File: src/rtl/mc_pkg.sv
// rtl/mc_pkg.sv - shared constants, state encoding and helpers for the multi-cycle control unit
package mc_pkg;

    // Primary opcodes (IR[31:26]) and the one funct value the controller cares about
    localparam logic [5:0] OPC_RTYPE = 6'h00;
    localparam logic [5:0] OPC_J     = 6'h02;
    localparam logic [5:0] OPC_JAL   = 6'h03;
    localparam logic [5:0] OPC_BEQ   = 6'h04;
    localparam logic [5:0] OPC_ADDI  = 6'h08;
    localparam logic [5:0] OPC_SLTI  = 6'h0A;
    localparam logic [5:0] OPC_LW    = 6'h23;
    localparam logic [5:0] OPC_SW    = 6'h2B;
    localparam logic [5:0] FUNCT_JR  = 6'h08;

    // Controller states; the numeric values are visible on state_o
    typedef enum logic [3:0] {
        S_FETCH  = 4'd0,
        S_DECODE = 4'd1,
        S_MEMADR = 4'd2,
        S_MEMRD  = 4'd3,
        S_MEMWB  = 4'd4,
        S_MEMWR  = 4'd5,
        S_RTEXEC = 4'd6,
        S_RTWB   = 4'd7,
        S_BRANCH = 4'd8,
        S_IEXEC  = 4'd9,
        S_IWB    = 4'd10,
        S_JUMP   = 4'd11,
        S_JAL    = 4'd12,
        S_JR     = 4'd13,
        S_TRAP   = 4'd14
    } state_e;

    // ALU operation encodings
    localparam logic [2:0] ALU_ADD   = 3'b000;
    localparam logic [2:0] ALU_SUB   = 3'b001;
    localparam logic [2:0] ALU_RTYPE = 3'b010;
    localparam logic [2:0] ALU_SLT   = 3'b100;

    // Datapath mux select codes
    localparam logic       IORD_PC      = 1'b0;
    localparam logic       IORD_ALUOUT  = 1'b1;
    localparam logic [1:0] WD_ALUOUT    = 2'd0;
    localparam logic [1:0] WD_MDR       = 2'd1;
    localparam logic [1:0] WD_PC        = 2'd2;
    localparam logic [1:0] DST_RT       = 2'd0;
    localparam logic [1:0] DST_RD       = 2'd1;
    localparam logic [1:0] DST_RA       = 2'd2;
    localparam logic       SRCA_PC      = 1'b0;
    localparam logic       SRCA_REG     = 1'b1;
    localparam logic [1:0] SRCB_REG     = 2'd0;
    localparam logic [1:0] SRCB_FOUR    = 2'd1;
    localparam logic [1:0] SRCB_IMM     = 2'd2;
    localparam logic [1:0] SRCB_IMM_SH2 = 2'd3;
    localparam logic [1:0] PCSRC_ALU    = 2'd0;
    localparam logic [1:0] PCSRC_ALUOUT = 2'd1;
    localparam logic [1:0] PCSRC_JUMP   = 2'd2;
    localparam logic [1:0] PCSRC_REGA   = 2'd3;

    // Instruction-class one-hot bit positions
    localparam int CLS_RTYPE = 0;
    localparam int CLS_JR    = 1;
    localparam int CLS_LW    = 2;
    localparam int CLS_SW    = 3;
    localparam int CLS_BEQ   = 4;
    localparam int CLS_ADDI  = 5;
    localparam int CLS_SLTI  = 6;
    localparam int CLS_J     = 7;
    localparam int CLS_JAL   = 8;
    localparam int CLS_ILL   = 9;
    localparam int CLS_W     = 10;

    typedef logic [CLS_W-1:0] cls_t;

    // State that follows DECODE for a given instruction class
    function automatic state_e class_next_state(input cls_t cls, input logic trap_en);
        state_e nxt;
        nxt = S_FETCH;
        if (cls[CLS_LW] || cls[CLS_SW]) nxt = S_MEMADR;
        if (cls[CLS_RTYPE])             nxt = S_RTEXEC;
        if (cls[CLS_JR])                nxt = S_JR;
        if (cls[CLS_BEQ])               nxt = S_BRANCH;
        if (cls[CLS_ADDI] || cls[CLS_SLTI]) nxt = S_IEXEC;
        if (cls[CLS_J])                 nxt = S_JUMP;
        if (cls[CLS_JAL])               nxt = S_JAL;
        if (cls[CLS_ILL])               nxt = trap_en ? S_TRAP : S_FETCH;
        return nxt;
    endfunction

endpackage

File: src/rtl/mc_opdecode.sv
// rtl/mc_opdecode.sv - opcode/funct to instruction-class one-hot decoder
module mc_opdecode
    import mc_pkg::*;
#(
    parameter int OP_W = 6
) (
    input  logic [OP_W-1:0] op_i,
    input  logic [OP_W-1:0] funct_i,
    output cls_t            cls_o
);

    // Exactly one class bit is set for every opcode; unknown opcodes land in CLS_ILL
    always_comb begin
        cls_o = '0;
        case (op_i)
            OP_W'(OPC_RTYPE): begin
                if (funct_i == OP_W'(FUNCT_JR)) cls_o[CLS_JR]    = 1'b1;
                else                            cls_o[CLS_RTYPE] = 1'b1;
            end
            OP_W'(OPC_LW):   cls_o[CLS_LW]   = 1'b1;
            OP_W'(OPC_SW):   cls_o[CLS_SW]   = 1'b1;
            OP_W'(OPC_BEQ):  cls_o[CLS_BEQ]  = 1'b1;
            OP_W'(OPC_ADDI): cls_o[CLS_ADDI] = 1'b1;
            OP_W'(OPC_SLTI): cls_o[CLS_SLTI] = 1'b1;
            OP_W'(OPC_J):    cls_o[CLS_J]    = 1'b1;
            OP_W'(OPC_JAL):  cls_o[CLS_JAL]  = 1'b1;
            default:         cls_o[CLS_ILL]  = 1'b1;
        endcase
    end

endmodule

File: src/rtl/multicycle_ctrl.sv
// rtl/multicycle_ctrl.sv - Moore control FSM for the multi-cycle MIPS datapath
module multicycle_ctrl
    import mc_pkg::*;
#(
    parameter int OP_W    = 6,
    parameter int ALUOP_W = 3,
    parameter int CNT_W   = 32,
    parameter bit TRAP_EN = 1'b1
) (
    input  logic               clk_i,
    input  logic               rst_i,
    input  logic [OP_W-1:0]    instr_op_i,
    input  logic [OP_W-1:0]    instr_funct_i,
    input  logic               mem_ready_i,
    input  logic               zero_i,
    output logic               PCWrite_o,
    output logic               PCWriteCond_o,
    output logic               IorD_o,
    output logic               MemRead_o,
    output logic               MemWrite_o,
    output logic               IRWrite_o,
    output logic [1:0]         MemtoReg_o,
    output logic [1:0]         RegDst_o,
    output logic               RegWrite_o,
    output logic               ALUSrcA_o,
    output logic [1:0]         ALUSrcB_o,
    output logic [ALUOP_W-1:0] ALU_op_o,
    output logic [1:0]         PCSource_o,
    output logic [3:0]         state_o,
    output logic               illegal_o,
    output logic [CNT_W-1:0]   retired_o
);

    state_e           state_q, state_d;
    logic             illegal_q, illegal_d;
    logic [CNT_W-1:0] retired_q, retired_d;
    logic [OP_W-1:0]  op_q, op_d;
    logic             retire;
    cls_t             cls_dec;

    logic       pc_write, pc_write_cond, mem_read, mem_write, ir_write, reg_write;
    logic       iord, alu_src_a;
    logic [1:0] mem_to_reg, reg_dst, alu_src_b, pc_source;
    logic [2:0] alu_op;

    // The branch decision itself is made in the datapath by gating PCWriteCond with zero_i
    logic unused_zero;
    assign unused_zero = zero_i;

    mc_opdecode #(.OP_W(OP_W)) u_opdecode (
        .op_i    (instr_op_i),
        .funct_i (instr_funct_i),
        .cls_o   (cls_dec)
    );

    // State, sticky illegal flag, retired counter and the opcode captured at DECODE
    always_ff @(posedge clk_i or negedge rst_i) begin
        if (!rst_i) begin
            state_q   <= S_FETCH;
            illegal_q <= 1'b0;
            retired_q <= '0;
            op_q      <= '0;
        end else begin
            state_q   <= state_d;
            illegal_q <= illegal_d;
            retired_q <= retired_d;
            op_q      <= op_d;
        end
    end

    // Next-state logic; retire marks every completing transition back into FETCH
    always_comb begin
        state_d   = state_q;
        illegal_d = illegal_q;
        op_d      = op_q;
        retire    = 1'b0;
        case (state_q)
            S_FETCH:  if (mem_ready_i) state_d = S_DECODE;
            S_DECODE: begin
                op_d      = instr_op_i;
                illegal_d = illegal_q | cls_dec[CLS_ILL];
                state_d   = class_next_state(cls_dec, TRAP_EN);
            end
            S_MEMADR: state_d = (op_q == OP_W'(OPC_LW)) ? S_MEMRD : S_MEMWR;
            S_MEMRD:  if (mem_ready_i) state_d = S_MEMWB;
            S_MEMWB:  begin state_d = S_FETCH; retire = 1'b1; end
            S_MEMWR:  if (mem_ready_i) begin state_d = S_FETCH; retire = 1'b1; end
            S_RTEXEC: state_d = S_RTWB;
            S_RTWB:   begin state_d = S_FETCH; retire = 1'b1; end
            S_BRANCH: begin state_d = S_FETCH; retire = 1'b1; end
            S_IEXEC:  state_d = S_IWB;
            S_IWB:    begin state_d = S_FETCH; retire = 1'b1; end
            S_JUMP:   begin state_d = S_FETCH; retire = 1'b1; end
            S_JAL:    begin state_d = S_FETCH; retire = 1'b1; end
            S_JR:     begin state_d = S_FETCH; retire = 1'b1; end
            S_TRAP:   state_d = S_TRAP;
            default:  state_d = S_FETCH;
        endcase
        retired_d = retired_q + (retire ? CNT_W'(1) : CNT_W'(0));
    end

    // Per-state datapath controls; anything not set by a state stays at zero
    always_comb begin
        pc_write      = 1'b0;
        pc_write_cond = 1'b0;
        mem_read      = 1'b0;
        mem_write     = 1'b0;
        ir_write      = 1'b0;
        reg_write     = 1'b0;
        iord          = IORD_PC;
        mem_to_reg    = WD_ALUOUT;
        reg_dst       = DST_RT;
        alu_src_a     = SRCA_PC;
        alu_src_b     = SRCB_REG;
        alu_op        = ALU_ADD;
        pc_source     = PCSRC_ALU;
        case (state_q)
            S_FETCH: begin
                mem_read  = 1'b1;
                alu_src_b = SRCB_FOUR;
                ir_write  = mem_ready_i;
                pc_write  = mem_ready_i;
            end
            S_DECODE: alu_src_b = SRCB_IMM_SH2;
            S_MEMADR: begin
                alu_src_a = SRCA_REG;
                alu_src_b = SRCB_IMM;
            end
            S_MEMRD: begin
                mem_read = 1'b1;
                iord     = IORD_ALUOUT;
            end
            S_MEMWB: begin
                reg_write  = 1'b1;
                reg_dst    = DST_RT;
                mem_to_reg = WD_MDR;
            end
            S_MEMWR: begin
                mem_write = 1'b1;
                iord      = IORD_ALUOUT;
            end
            S_RTEXEC: begin
                alu_src_a = SRCA_REG;
                alu_src_b = SRCB_REG;
                alu_op    = ALU_RTYPE;
            end
            S_RTWB: begin
                reg_write  = 1'b1;
                reg_dst    = DST_RD;
                mem_to_reg = WD_ALUOUT;
            end
            S_BRANCH: begin
                alu_src_a     = SRCA_REG;
                alu_src_b     = SRCB_REG;
                alu_op        = ALU_SUB;
                pc_write_cond = 1'b1;
                pc_source     = PCSRC_ALUOUT;
            end
            S_IEXEC: begin
                alu_src_a = SRCA_REG;
                alu_src_b = SRCB_IMM;
                alu_op    = (op_q == OP_W'(OPC_SLTI)) ? ALU_SLT : ALU_ADD;
            end
            S_IWB: begin
                reg_write  = 1'b1;
                reg_dst    = DST_RT;
                mem_to_reg = WD_ALUOUT;
            end
            S_JUMP: begin
                pc_write  = 1'b1;
                pc_source = PCSRC_JUMP;
            end
            S_JAL: begin
                reg_write  = 1'b1;
                reg_dst    = DST_RA;
                mem_to_reg = WD_PC;
                pc_write   = 1'b1;
                pc_source  = PCSRC_JUMP;
            end
            S_JR: begin
                pc_write  = 1'b1;
                pc_source = PCSRC_REGA;
            end
            default: ;
        endcase
    end

    // Strobes are gated by reset directly so they drop the moment rst_i falls
    assign PCWrite_o     = pc_write      & rst_i;
    assign PCWriteCond_o = pc_write_cond & rst_i;
    assign MemRead_o     = mem_read      & rst_i;
    assign MemWrite_o    = mem_write     & rst_i;
    assign IRWrite_o     = ir_write      & rst_i;
    assign RegWrite_o    = reg_write     & rst_i;

    assign IorD_o     = iord;
    assign MemtoReg_o = mem_to_reg;
    assign RegDst_o   = reg_dst;
    assign ALUSrcA_o  = alu_src_a;
    assign ALUSrcB_o  = alu_src_b;
    assign ALU_op_o   = ALUOP_W'(alu_op);
    assign PCSource_o = pc_source;
    assign state_o    = state_q;
    assign illegal_o  = illegal_q;
    assign retired_o  = retired_q;

endmodule
File: config.mk
export PLATFORM = sky130hd
export DESIGN_NAME = multicycle_ctrl
export DESIGN_NICKNAME = d
export VERILOG_FILES = /design/src/rtl/mc_pkg.sv /design/src/rtl/mc_opdecode.sv /design/src/rtl/multicycle_ctrl.sv
export SDC_FILE = /design/constraint.sdc
export NUM_CORES = 1
export LEC_CHECK = 0
export CORE_UTILIZATION = 35
export CTS_BUF_LIST = sky130_fd_sc_hd__clkbuf_8
export CTS_CLUSTER_DIAMETER = 60
export DETAILED_ROUTE_END_ITERATION = 8
export PLACE_DENSITY_LB_ADDON = 0.2
export RECOVER_POWER = 100
export SYNTH_ARGS = -nofsm -noshare
export SYNTH_HDL_FRONTEND = slang
export SYNTH_HIERARCHICAL = 1
export SYNTH_SLANG_ARGS = --single-unit
File: constraint.sdc
create_clock -name clk_i -period 3.8 [get_ports clk_i]
set_clock_uncertainty 0.15 [all_clocks]
set_input_delay 1.14 -clock clk_i [delete_from_list [all_inputs] [get_ports clk_i]]
set_output_delay 1.14 -clock clk_i [all_outputs]
set_load 0.005 [all_outputs]
Word level (Yosys, flattened, before mapping)
Index checks and enable logic that the tools add are counted.
{ "word_totals": {"out_inout_bits": 56, "inputBits": 16, "register_bits": 43} }
{ "classes": {"reduce_logical": 14, "add_sub_neg": 1, "muxes": 41, "bitwise_logic": 7, "eq_ne": 27} }
{ "op_table": {"columns": ["cell", "count"], "rows": [
  ["$mux 4", 10],
  ["$add 32x1->32", 1],
  ["$pmux 4 s8", 1],
  ["$eq 4x4->1 const B", 7],
  ["$eq 6x4->1 const B", 4],
  ["$mux 1", 19],
  ["$eq 6x6->1 const B", 3],
  ["$eq 4x3->1 const B", 4],
  ["$eq 6x2->1 const B", 2],
  ["$pmux 2 s3", 2],
  ["$pmux 3 s3", 1],
  ["$eq 4x2->1 const B", 2],
  ["$pmux 2 s2", 2],
  ["$reduce_or 2->1", 4],
  ["$reduce_or 4->1", 2],
  ["$reduce_or 8->1", 1],
  ["$reduce_or 7->1", 1],
  ["$and 1x1->1", 6],
  ["$eq 6x3->1 const B", 1],
  ["$logic_not 6->1", 1],
  ["$mux 3", 2],
  ["$ne 2x2->1 const B", 3],
  ["$eq 4x1->1 const B", 1],
  ["$logic_not 4->1", 1],
  ["other kinds (6)", 9]
]} }

Depth between registers and ports, before layout
Gate-level depths: netlist (run 1).
{ "logic_depth": {"depth_word": 12, "ltp_mapped": 11} }

Hierarchy
The synthesis (run 1) kept the hierarchy.
{ "modules_own_cells": {"columns": ["mod", "instances", "cells_per_inst", "seq_area_each_um2", "area_per_inst_um2"], "rows": [
  ["multicycle_ctrl", 1, 217, 1076.0, 2235.9],
  ["mc_opdecode", 1, 25, 0.0, 148.9]
]} }

Worst setup path before layout (run 1)
Ideal clock, no wire load.
{ "synth_timing": {"path_kind": "input-to-reg", "startpoint": "input instr_funct_i[1]", "endpoint": "register state_q[1] (netlist: state_o[1])", "t_arrival_ps": 2768, "cell_stages": 6, "setup_slack_ps": 758, "setup_ps": 124, "required_time_ps": 3526, "path_cell_list": "or4b_2 o21ba_1 or3_1 a21oi_1 nor3b_1 o31a_1"} }
{ "synth_between": {"elab_chain_len": 11} }
{ "synth_lines": {"columns": ["item", "line", "source"], "rows": [
  ["start, declared", "multicycle_ctrl.sv:13", "input logic [OP_W-1:0] instr_funct_i,"],
  ["$eq 6x4->1", "mc_opdecode.sv:17", "if (funct_i == OP_W'(FUNCT_JR)) cls_o[CLS_JR] = 1'b1;"],
  ["$mux 1", "mc_opdecode.sv:17", null],
  ["$mux 2", "mc_opdecode.sv:15", "case (op_i)"],
  ["net cls_dec[0]", "multicycle_ctrl.sv:39", "cls_t cls_dec;"],
  ["$mux 4", "mc_pkg.sv:80", "if (cls[CLS_RTYPE]) nxt = S_RTEXEC;"],
  ["$mux 4", "mc_pkg.sv:81", "if (cls[CLS_JR]) nxt = S_JR;"],
  ["$mux 4", "mc_pkg.sv:82", "if (cls[CLS_BEQ]) nxt = S_BRANCH;"],
  ["$mux 4", "mc_pkg.sv:83", "if (cls[CLS_ADDI] || cls[CLS_SLTI]) nxt = S_IEXEC;"],
  ["$mux 4", "mc_pkg.sv:84", "if (cls[CLS_J]) nxt = S_JUMP;"],
  ["$mux 4", "mc_pkg.sv:85", "if (cls[CLS_JAL]) nxt = S_JAL;"],
  ["$mux 4", "mc_pkg.sv:86", "if (cls[CLS_ILL]) nxt = trap_en ? S_TRAP : S_FETCH;"],
  ["$pmux 4 s8", "multicycle_ctrl.sv:77", "case (state_q)"],
  ["end signal, assigned", "multicycle_ctrl.sv:64", "state_q <= state_d;"],
  ["end, declared", "multicycle_ctrl.sv:34", "state_e state_q, state_d;"]
]} }
The timed path passes the listed nets, and every way through them passes these cells.
A chain may end at the register's enable or synchronous reset.

Worst setup path in the final report (run 1)
{ "layout_timing": {"startpoint": "input mem_ready_i", "endpoint": "output PCWrite_o"} }
{ "layout_between": {"elab_chain_len": 2} }
{ "layout_lines": {"columns": ["item", "line", "source"], "rows": [
  ["start, declared", "multicycle_ctrl.sv:14", "input logic mem_ready_i,"],
  ["$pmux 1 s2", "multicycle_ctrl.sv:117", "case (state_q)"],
  ["$and 1x1->1", "multicycle_ctrl.sv:189", "assign PCWrite_o = pc_write & rst_i;"],
  ["end, declared", "multicycle_ctrl.sv:16", "output logic PCWrite_o,"]
]} }
Every way passes these cells.

==> impl_results.md, run 1 <==
- Hold Crit Class: reg -> reg
- Async SR Flop Fraction: 1.00
- Setup Fix Bufs, Post-CTS: 0
- Mean post-synth cell area: 9.85 um^2
- Slew Viols, Final: 33
- Final TNS setup: 0 ns
- Synth cell count leaders: dfrtp_1, xnor2_1, nand2_1, nor2_1
- R2R Setup Slk: 0.63 ns
- Post-synth EDFFs: 0
- Synth Flop Type: dfrtp_1
- Synth unique cells: 44
- DIE AREA: 0.00715 mm^2
- CTS clk-pin slew, worst paths: 0.08 ns
- Drt wl/cell: 13.9 um
- Clk sink count: 43
- Clock Tree Root: clkbuf_8
- Outcome: finished with violations
- Crit share post-route: 0.979
- Clk network pwr share: 0.209
- Syn Std Cell Area: 0.00238 mm^2
- Maximum VDD drop: 0.245 mV
- Cells after DPL: 394
- IO buf count: 70
- Rel. slew slack: -0.142
- Crit path max fanout: 3
- Top Ports: 72
- RSZ-0062 raised after global routing: false
- Cell Int Power: 1.11 mW
- Detailed-route via count: 2094
- Initial Util: 0.369
- Drt first-iter violations: 117
- Top cell type by total area after synthesis: dfrtp_1
- Die Y-Extent: 84.5 um
- Final net count: 342
- Post-synthesis register bit count: 43
- Fill count: 606
- Final Critical Period: 3.72 ns
- Core ar.: 0.00646 mm^2
- CP Capture Type: output pin
- Area growth syn-to-layout: 38.7%
- Synthesis Warnings: 6
- First-pass GRT wire length: 9.62 mm
- CTS tree: yes
- Dominant cell by count in the synthesized netlist: dfrtp_1
- Max Buffers Root-to-Sink: 2
- Failing checks: DRC, capacitance limit, slew limit
- Sw Pwr: 610 uW
- DPL Wire Length: 4.03 mm
- Initial DRT Pass Iterations: 8
- Grt ovf: 0
- Final cell count without fillers: 402
- Achievable Freq: 0.269 GHz
- Least-Margin Pin Slew: 1.71 ns
- Comb power frac: 0.391
- # DRC: 7
- Share of post-route cells with drive strength above 1: 0.0923
- Num CTS Buffers: 5
- Worst EP arrival: 2.43 ns
- Vias in the first global route: 1945
- Routability cong.: 0.758
- Max-Cap Viols: 1
- Worst-skew pair later-pin latency: 0.29 ns
- Final hold vios: 0
- Drt total wl: 5.60 mm
- Initial antenna violation count: 0
- Htree depth: 2
- Share of the synthesized area in the top cell type: 0.451
- Largest net degree at the start of global routing: 33
- Setup violators final: 0
- Post-Syn Nets: 260
- Reg power frac: 0.400
- Total track usage: 0.167
- Synthesized netlist cell count: 242
- CTS Hold Buffers Added: 0
- Core Rows: 29
- Die Wd: 84.5 um
- Vias per cell: 5.21
- Routed Antenna Nets: 0
- CP Launch Type: primary input
- Sequential-to-total area share from yosys stat: 0.451
- Synth area leaders: dfrtp_1, xnor2_1, mux2_2
- Ant diodes: 0
- Post-CTS resize count: 0
- Leak: 1.48 nW
- CP Class: in -> out
- PD cells: 520 mW/mm^2
- Sw frac: 0.355
- Data required time of the worst path: 2.51 ns
[cells in the final DEF (no fill, tap or decap), drive strengths merged, types with 2 or more instances in the layout]
master and n:
dfrtp 43, a221oi 3, nand2b 3, o21ai 4
xor2 5, nand4 13, ha 2, nand3 14
and3 3, o22ai 2, nor4 7, nor2b 5
clkinv 2, clkbuf 11, o31ai 2, nor3b 3
or4 2, nor3 15, inv 5, mux2 7
or2 2, clkdlybuf4s50 14, xnor2 26, a21oi 4
a21o 2, and4 5, dlygate4sd3 55, nand2 21
or3 4, buf 8, nor2 21
[flip-flops by register name, indices dropped and copies added (netlist names)]
register / count
state_o: 4
op_q: 6
illegal_o: 1
retired_o: 32
[worst max-delay path, cell delays in order]
cell,delay [ns]
clkdlybuf4s50_1,0.51
and4_1,0.20
a21o_1,0.09
clkdlybuf4s50_1,0.49
[cell type report]
cell class / instances / area (um^2) / share of cell area
Clock buffer: 5 / 68.8 / 0.0208
Multi-Input combinational cell: 186 / 1230 / 0.372
Tap cell: 77 / 96.3 / 0.0291
Sequential cell: 43 / 1080 / 0.325
Clock inverter: 3 / 43.8 / 0.0132
Timing Repair Buffer: 83 / 774 / 0.234
Inverter: 5 / 18.8 / 0.00567
[path summary, 6_finish.rpt]
check,start,to,cells past startpoint
worst min register to register,illegal_o$_DFFE_PN0P_,illegal_o$_DFFE_PN0P_,1
min in group asynchronous,rst_i,state_o[3]$_DFFE_PN0P_,1
max in group asynchronous,rst_i,retired_o[8]$_DFF_PN0_,2
worst max-delay path,mem_ready_i,PCWrite_o,4
worst max register to register,state_o[1]$_DFFE_PN0P_,retired_o[22]$_DFF_PN0_,10
worst min-delay path,illegal_o$_DFFE_PN0P_,illegal_o$_DFFE_PN0P_,1
[cell families (layout without fill, tap and decap cells)]
group	count (synthesis)	in the layout	synth area share
and+or+nand+nor	121	121	0.292
DFF	43	43	0.451
xor gates and xnor gates	31	31	0.114
AOI/OAI and AO/OA	25	25	0.0761
buffers and inverters	13	96	0.0231
muxes	7	7	0.0331
adders and majority gates	2	2	0.0105
[power groups by stage]
stage / sequential, mW / combinational (mW) / clock [mW]
detailed placement: 0.701 / 0.735 / 0
global placement: 0.700 / 0.727 / 0
finish: 0.688 / 0.672 / 0.360
floorplan: 0.636 / 0.425 / 0
global route: 0.712 / 0.746 / 0.388
CTS: 0.692 / 0.738 / 0.369
[through the flow]
stage	setup WS [ns]	util	power (mW)	cell area, um^2	hold slack (ns)
3_5_place_dp	0.0413	0.501	1.44	3240	0.298
3_3_place_gp	0.0740	0.501	1.43	3240	0.308
6_report	0.0815	0.512	1.72	3310	0.307
5_1_grt	0.0188	0.512	1.85	3310	0.332
4_1_cts	0.0791	0.519	1.80	3350	0.317
2_1_floorplan	0.758	-	1.06	2380	0.301
[layer usage]
layer | part of all wire | GRT usage
met5 | 0 | 0
met4 | 0.0043 | 0.0416
met3 | 0.058 | 0.0413
met2 | 0.45 | 0.246
met1 | 0.48 | 0.246
(Power assumes the default switching activity.)
==> run 2: changes to the inputs <==
SYNTH_HIERARCHICAL = not set   (was 1)
==> impl_results.md, run 2 <==
- Routability cong.: 0.766
- PD cells: 477 mW/mm^2
- Drt total wl: 5.17 mm
- Setup violators final: 0
- Post-CTS resize count: 0
- Synthesized netlist cell count: 234
- Detailed-route via count: 1958
- Achievable Freq: 0.270 GHz
- CP Class: in -> out
- Crit share post-route: 0.975
- Largest net degree at the start of global routing: 43
- Top cell type by total area after synthesis: dfrtp_1
- Cells after DPL: 382
- Post-Syn Nets: 252
- Mean post-synth cell area: 9.80 um^2
- Data required time of the worst path: 2.51 ns
- Vias per cell: 5.05
- Die Wd: 82.9 um
- GR Util met2: 0.221
- Sequential-to-total area share from yosys stat: 0.469
- Vias in the first global route: 1759
- GR peak layer: met1
- Synth area leaders: dfrtp_1, xnor2_1, xor2_1
- CP Launch Type: primary input
- Slew Viols, Final: 0
- Setup Fix Bufs, Post-CTS: 0
- Clock Tree Root: clkbuf_8
- Critical path cell sequence: clkdlybuf4s50_1 > nand2_1 > nor2_1 > dlygate4sd3_1
- Synth Area in Compound Gates: 0.0824
- CTS tree: yes
- Synth Flop Type: dfrtp_1
- DPL Wire Length: 3.93 mm
- Dominant cell by count in the synthesized netlist: dfrtp_1
- Final TNS setup: 0 ns
- RSZ-0062 raised after global routing: false
- Synth cell count leaders: dfrtp_1, nand2_1, nor2_1, xnor2_1, xor2_1
- CP bufs+invs: 2
- Num CTS Buffers: 5
- Maximum VDD drop: 0.293 mV
- Worst-skew pair later-pin latency: 0.29 ns
- CP Capture Type: output pin
- Syn Std Cell Area: 0.00229 mm^2
- Most frequent cells in the layout: dlygate4sd3_1, dfrtp_1, nand2_1, nor2_1, xnor2_1
- Initial Util: 0.361
- Outcome: finished, final reports clean
- Mux contribution to synthesized area: 0.0344
- Max Buffers Root-to-Sink: 2
- Top Ports: 72
- Ant diodes: 0
- Die Y-Extent: 82.9 um
- First-pass GRT wire length: 8.50 mm
- Leak: 1.46 nW
- Initial DRT Pass Iterations: 4
- Final cell count without fillers: 388
- DIE AREA: 0.00688 mm^2
- Final Critical Period: 3.71 ns
- Post-synth EDFFs: 0
- Final net count: 330
- Synthesis Warnings: 0
- Total track usage: 0.151
- Combinational family with the most area after synthesis: simple AND/OR/NAND/NOR gates
- Max-Cap Viols: 0
- Core Rows: 29
- Hold Crit Class: reg -> reg
- Final hold vios: 0
- Drt first-iter violations: 106
- Grt ovf: 0
- Rel. slew slack: 0.330
- Routed Antenna Nets: 0
- Worst EP arrival: 2.42 ns
- CP max stage cell: dlygate4sd3_1
- Least-Margin Pin Slew: 1.00 ns
- Drt wl/cell: 13.3 um
- Post-synthesis xor/xnor area fraction: 0.122
- Share of the synthesized area in the top cell type: 0.469
- Number of flip-flops in the largest register: 32
- Clk sink count: 43
- Synth Area in Adders: 0.0109
- CTS clk-pin slew, worst paths: 0.08 ns
- CTS Hold Buffers Added: 0
- Crit path max fanout: 4
- Worst path max stage delay: 0.58 ns
- Area growth syn-to-layout: 37.0%
- CP top delay family: buffers and inverters
- Core ar.: 0.00635 mm^2
- Synth unique cells: 44
- Grt met3 use: 0.0378
- IO buf count: 70
- Grt met1 use: 0.222
- Htree depth: 2
- Commonest non-fill, non-tap cell in the layout: dlygate4sd3_1
- Async SR Flop Fraction: 1.00
- Synth Area in Simple Gates: 0.258
- # DRC: 0
- Share of post-route cells with drive strength above 1: 0.0740
- Post-synthesis register bit count: 43
- Initial antenna violation count: 0
==> run 2: cell types whose count changed after synthesis, sizes merged, moves of 5 or more <==
cell,delta
nor3,-8
nand4,-7
nor4,-6
xnor2,-7
nor2,+5
xor2,+8
nand2,+5
==> run 2: cells by family (layout without fill, tap and decap cells) <==
logic type      Yosys count  in the layout
simple gates            108            108
flops                    43             43
xor+xnor                 32             32
compound gates           29             29
buf+inv                  13             90
mux                       7              7
fa+ha+maj                 2              2
==> run 2: cell type report <==
cell class / instances / area, um^2
Inverter: 5 / 18.8
Tap cell: 77 / 96.3
Sequential cell: 43 / 1080
Multi-Input combinational cell: 178 / 1140
Clock buffer: 5 / 68.8
Fill cell: 631 / 3210
Clock inverter: 1 / 3.75
Timing Repair Buffer: 79 / 737
==> run 2: report_power, final <==
part / internal, mW / total [mW] / switching (mW)
combinational: 0.320 / 0.587 / 0.267
sequential: 0.538 / 0.644 / 0.105
clock: 0.120 / 0.268 / 0.148
total: 0.979 / 1.50 / 0.520
==> run 2: routing by layer <==
layer	vias to the layer above	wire, um
li1	965	-
met1	944	2610
met2	42	2300
met3	7	198
met4	0	61
met5	-	0
==> run 2: stage by stage <==
step / setup WS [ns] / utilization / area [um^2] / total power [mW] / hold WS (ns)
after floorplan: 0.613 / - / 2290 / 0.981 / 0.309
after global placement: 0.00974 / 0.491 / 3120 / 1.30 / 0.311
after detailed placement: 0.000954 / 0.491 / 3120 / 1.31 / 0.306
after CTS: 0.0785 / 0.502 / 3190 / 1.57 / 0.329
after global routing: 0.0298 / 0.495 / 3140 / 1.60 / 0.341
final: 0.0941 / 0.495 / 3140 / 1.50 / 0.318
==> run 2: worst paths after layout <==
check / slack [ns] / endpoint / depth (start not counted) / start
max: 0.09 / IRWrite_o / 4 / mem_ready_i
max reg2reg: 0.61 / retired_o[24]$_DFF_PN0_ / 11 / state_o[1]$_DFFE_PN0P_
min in group asynchronous: 0.59 / state_o[0]$_DFFE_PN0P_ / 1 / rst_i
min: 0.32 / illegal_o$_DFFE_PN0P_ / 1 / illegal_o$_DFFE_PN0P_
max in group asynchronous: 1.61 / state_o[1]$_DFFE_PN0P_ / 2 / rst_i
min reg2reg: 0.32 / illegal_o$_DFFE_PN0P_ / 1 / illegal_o$_DFFE_PN0P_
==> run 2: worst reg2reg max path: cells and delay by family, from the launching register on <==
kind                     cells  cell delay, ns
AO/OA/AOI/OAI                2            0.36
XOR/XNOR                     1            0.16
adder cells (fa/ha/maj)      2            0.48
buffers and inverters        1            0.33
flip-flops                   1            0.57
AND/OR/NAND/NOR              5            1.08
==> run 3: changes to the inputs <==
ABC_AREA = 1   (was not set)
==> impl_results.md, run 3 <==
- Initial antenna violation count: 0
- Vias in the first global route: 2252
- Clk sink count: 43
- RSZ-0062 raised after global routing: false
- Post-Place Cell Area: 0.00342 mm^2
- Final hold vios: 0
- Post-synth EDFFs: 0
- CP Class: in -> out
- Synthesis Warnings: 0
- Slew Viols, Final: 0
- Num CTS Buffers: 5
- Hold Slack: 0.327 ns
- Number of flip-flops in the largest register: 32
- Synth area leaders: dfrtp_1, nand2_1, nor2_1
- Core Rows: 31
- Largest net degree at the start of global routing: 44
- CTS tree: yes
- Drt wl/cell: 12.1 um
- Max Buffers Root-to-Sink: 2
- Final TNS setup: 0 ns
- Vias per cell: 4.69
- Dominant cell by count in the synthesized netlist: nand2_1
- Final Critical Period: 3.69 ns
- Drt total wl: 6.32 mm
- Initial Util: 0.359
- Initial DRT Pass Iterations: 4
- Worst EP arrival: 2.40 ns
- Total track usage: 0.176
- Data required time of the worst path: 2.51 ns
- Clock Tree Root: clkbuf_8
- Top Ports: 72
- Max-Cap Viols: 0
- CTS clk-pin slew, worst paths: 0.09 ns
- Area growth syn-to-layout: 32.5%
- Core ar.: 0.00721 mm^2
- DPL Wire Length: 5.00 mm
- Total power: 1.58 mW
- Synth cell count leaders: nand2_1, nor2_1, dfrtp_1, inv_1, nand3_1
- Post-synthesis register bit count: 43
- Worst path max stage delay: 0.51 ns
- Most frequent cells in the layout: nand2_1, nor2_1, dlygate4sd3_1, dfrtp_1, inv_1
- Rel. slew slack: 0.280
- Routed Antenna Nets: 0
- Die Y-Extent: 88.1 um
- Routability cong.: 0.905
- # DRC: 0
- Share of the synthesized area in the top cell type: 0.415
- CP max stage cell: clkdlybuf4s50_1
- Design area: 0.00344 mm^2
- Final cell count without fillers: 521
- Mean post-synth cell area: 7.56 um^2
- Ant diodes: 0
- Sequential-to-total area share from yosys stat: 0.415
- Crit share post-route: 0.972
- Achievable Freq: 0.271 GHz
- Post-CTS resize count: 0
- Hold Crit Class: reg -> reg
- Syn Std Cell Area: 0.00259 mm^2
- Metal3 WL: 279 um
- Setup violators final: 0
- Synth unique cells: 29
- CP top delay family: buffers and inverters
- Grt ovf: 0
- Met2 Wirelength: 3.28 mm
- Share of post-route cells with drive strength above 1: 0.0450
- IO buf count: 70
- Crit path max fanout: 2
- Commonest non-fill, non-tap cell in the layout: nand2_1
- WL met1: 2.69 mm
- Final net count: 439
- Top cell type by total area after synthesis: dfrtp_1
- Top sig layer: met4
- Die Wd: 88.1 um
- PD cells: 461 mW/mm^2
- Htree depth: 2
- CP Launch Type: primary input
- Critical path cell sequence: clkdlybuf4s50_1 > nand3_1 > a21oi_1 > clkdlybuf4s50_1
- Cells after DPL: 513
- Maximum VDD drop: 0.260 mV
- CP Capture Type: output pin
- Post-Syn Nets: 361
- Worst-skew pair later-pin latency: 0.30 ns
- Setup Fix Bufs, Post-CTS: 0
- DIE AREA: 0.00776 mm^2
- Synthesized netlist cell count: 343
- Async SR Flop Fraction: 1.00
- Detailed-route via count: 2445
- Least-Margin Pin Slew: 1.08 ns
- First-pass GRT wire length: 10.4 mm
- Synth Flop Type: dfrtp_1
- Crit-path most repeated cell: clkdlybuf4s50_1
- Drt first-iter violations: 88
- Outcome: finished, final reports clean
- CTS Hold Buffers Added: 0
- Leak: 1.73 nW
- CP bufs+invs: 2
## run 3: per-layer routing
metal / GRT usage / vias to the layer above
li1: - / 1240
met1: 0.211 / 1135
met2: 0.314 / 63
met3: 0.0386 / 7
met4: 0.0543 / 0
met5: 0 / -
## run 3: worst paths after layout
path	startpoint	slack [ns]	cells after the start	to
worst max-delay path	mem_ready_i	0.11	4	PCWrite_o
min in group asynchronous	rst_i	1.16	2	retired_o[12]$_DFF_PN0_
worst min-delay path	illegal_o$_DFFE_PN0P_	0.33	2	illegal_o$_DFFE_PN0P_
worst min register to register	illegal_o$_DFFE_PN0P_	0.33	2	illegal_o$_DFFE_PN0P_
max in group asynchronous	rst_i	1.67	2	op_q[5]$_DFFE_PN0P_
worst max register to register	state_o[2]$_DFFE_PN0P_	0.67	14	retired_o[24]$_DFF_PN0_
## run 3: logic make-up (layout without fill, tap and decap cells)
kind of cell / after synthesis / in the layout / share of synthesized area
simple gates: 214 / 214 / 0.391
flops: 43 / 43 / 0.415
buf+inv: 42 / 121 / 0.0623
xor+xnor: 26 / 26 / 0.0878
compound gates: 16 / 16 / 0.0343
fa+ha+maj: 2 / 2 / 0.00965
## run 3: where the power goes
| part | total, mW | switching [mW] | leakage, nW | internal, mW |
|---|---|---|---|---|
| logic | 0.585 | 0.309 | 1.11 | 0.276 |
| clock network | 0.367 | 0.154 | 0.0612 | 0.213 |
| registers | 0.630 | 0.0890 | 0.561 | 0.541 |
| total | 1.58 | 0.552 | 1.73 | 1.03 |
## run 3: final cells by class
cell class	instances	area, um^2
fill	764	3780
multi-input combinational	258	1260
sequential	43	1080
timing repair buffer	72	703
inverter	41	154
tap	99	124
clock buffer	6	82.6
clock inverter	2	35.0
## run 3: metrics by stage
| stage | worst slack [ns] | utilization |
|---|---|---|
| final | 0.105 | 0.476 |
| after global routing | 0.0145 | 0.476 |
| after CTS | 0.110 | 0.490 |
| after detailed placement | 0.119 | 0.474 |
| after global placement | 0.132 | 0.474 |
| after floorplan | 1.03 | - |
## run 3: worst register-to-register path, stage by stage, from the launching register on
cell and delay (ns):
dfrtp_1 0.48, nor2_1 0.23, inv_1 0.13, nor2_1 0.15, a21oi_1 0.06, inv_1 0.06, nor2_1 0.04, o211ai_1 0.09
ha_1 0.22, ha_1 0.20, nand3_1 0.17, nand3b_1 0.33, nor3_1 0.46, nand2_2 0.09, xnor2_1 0.14
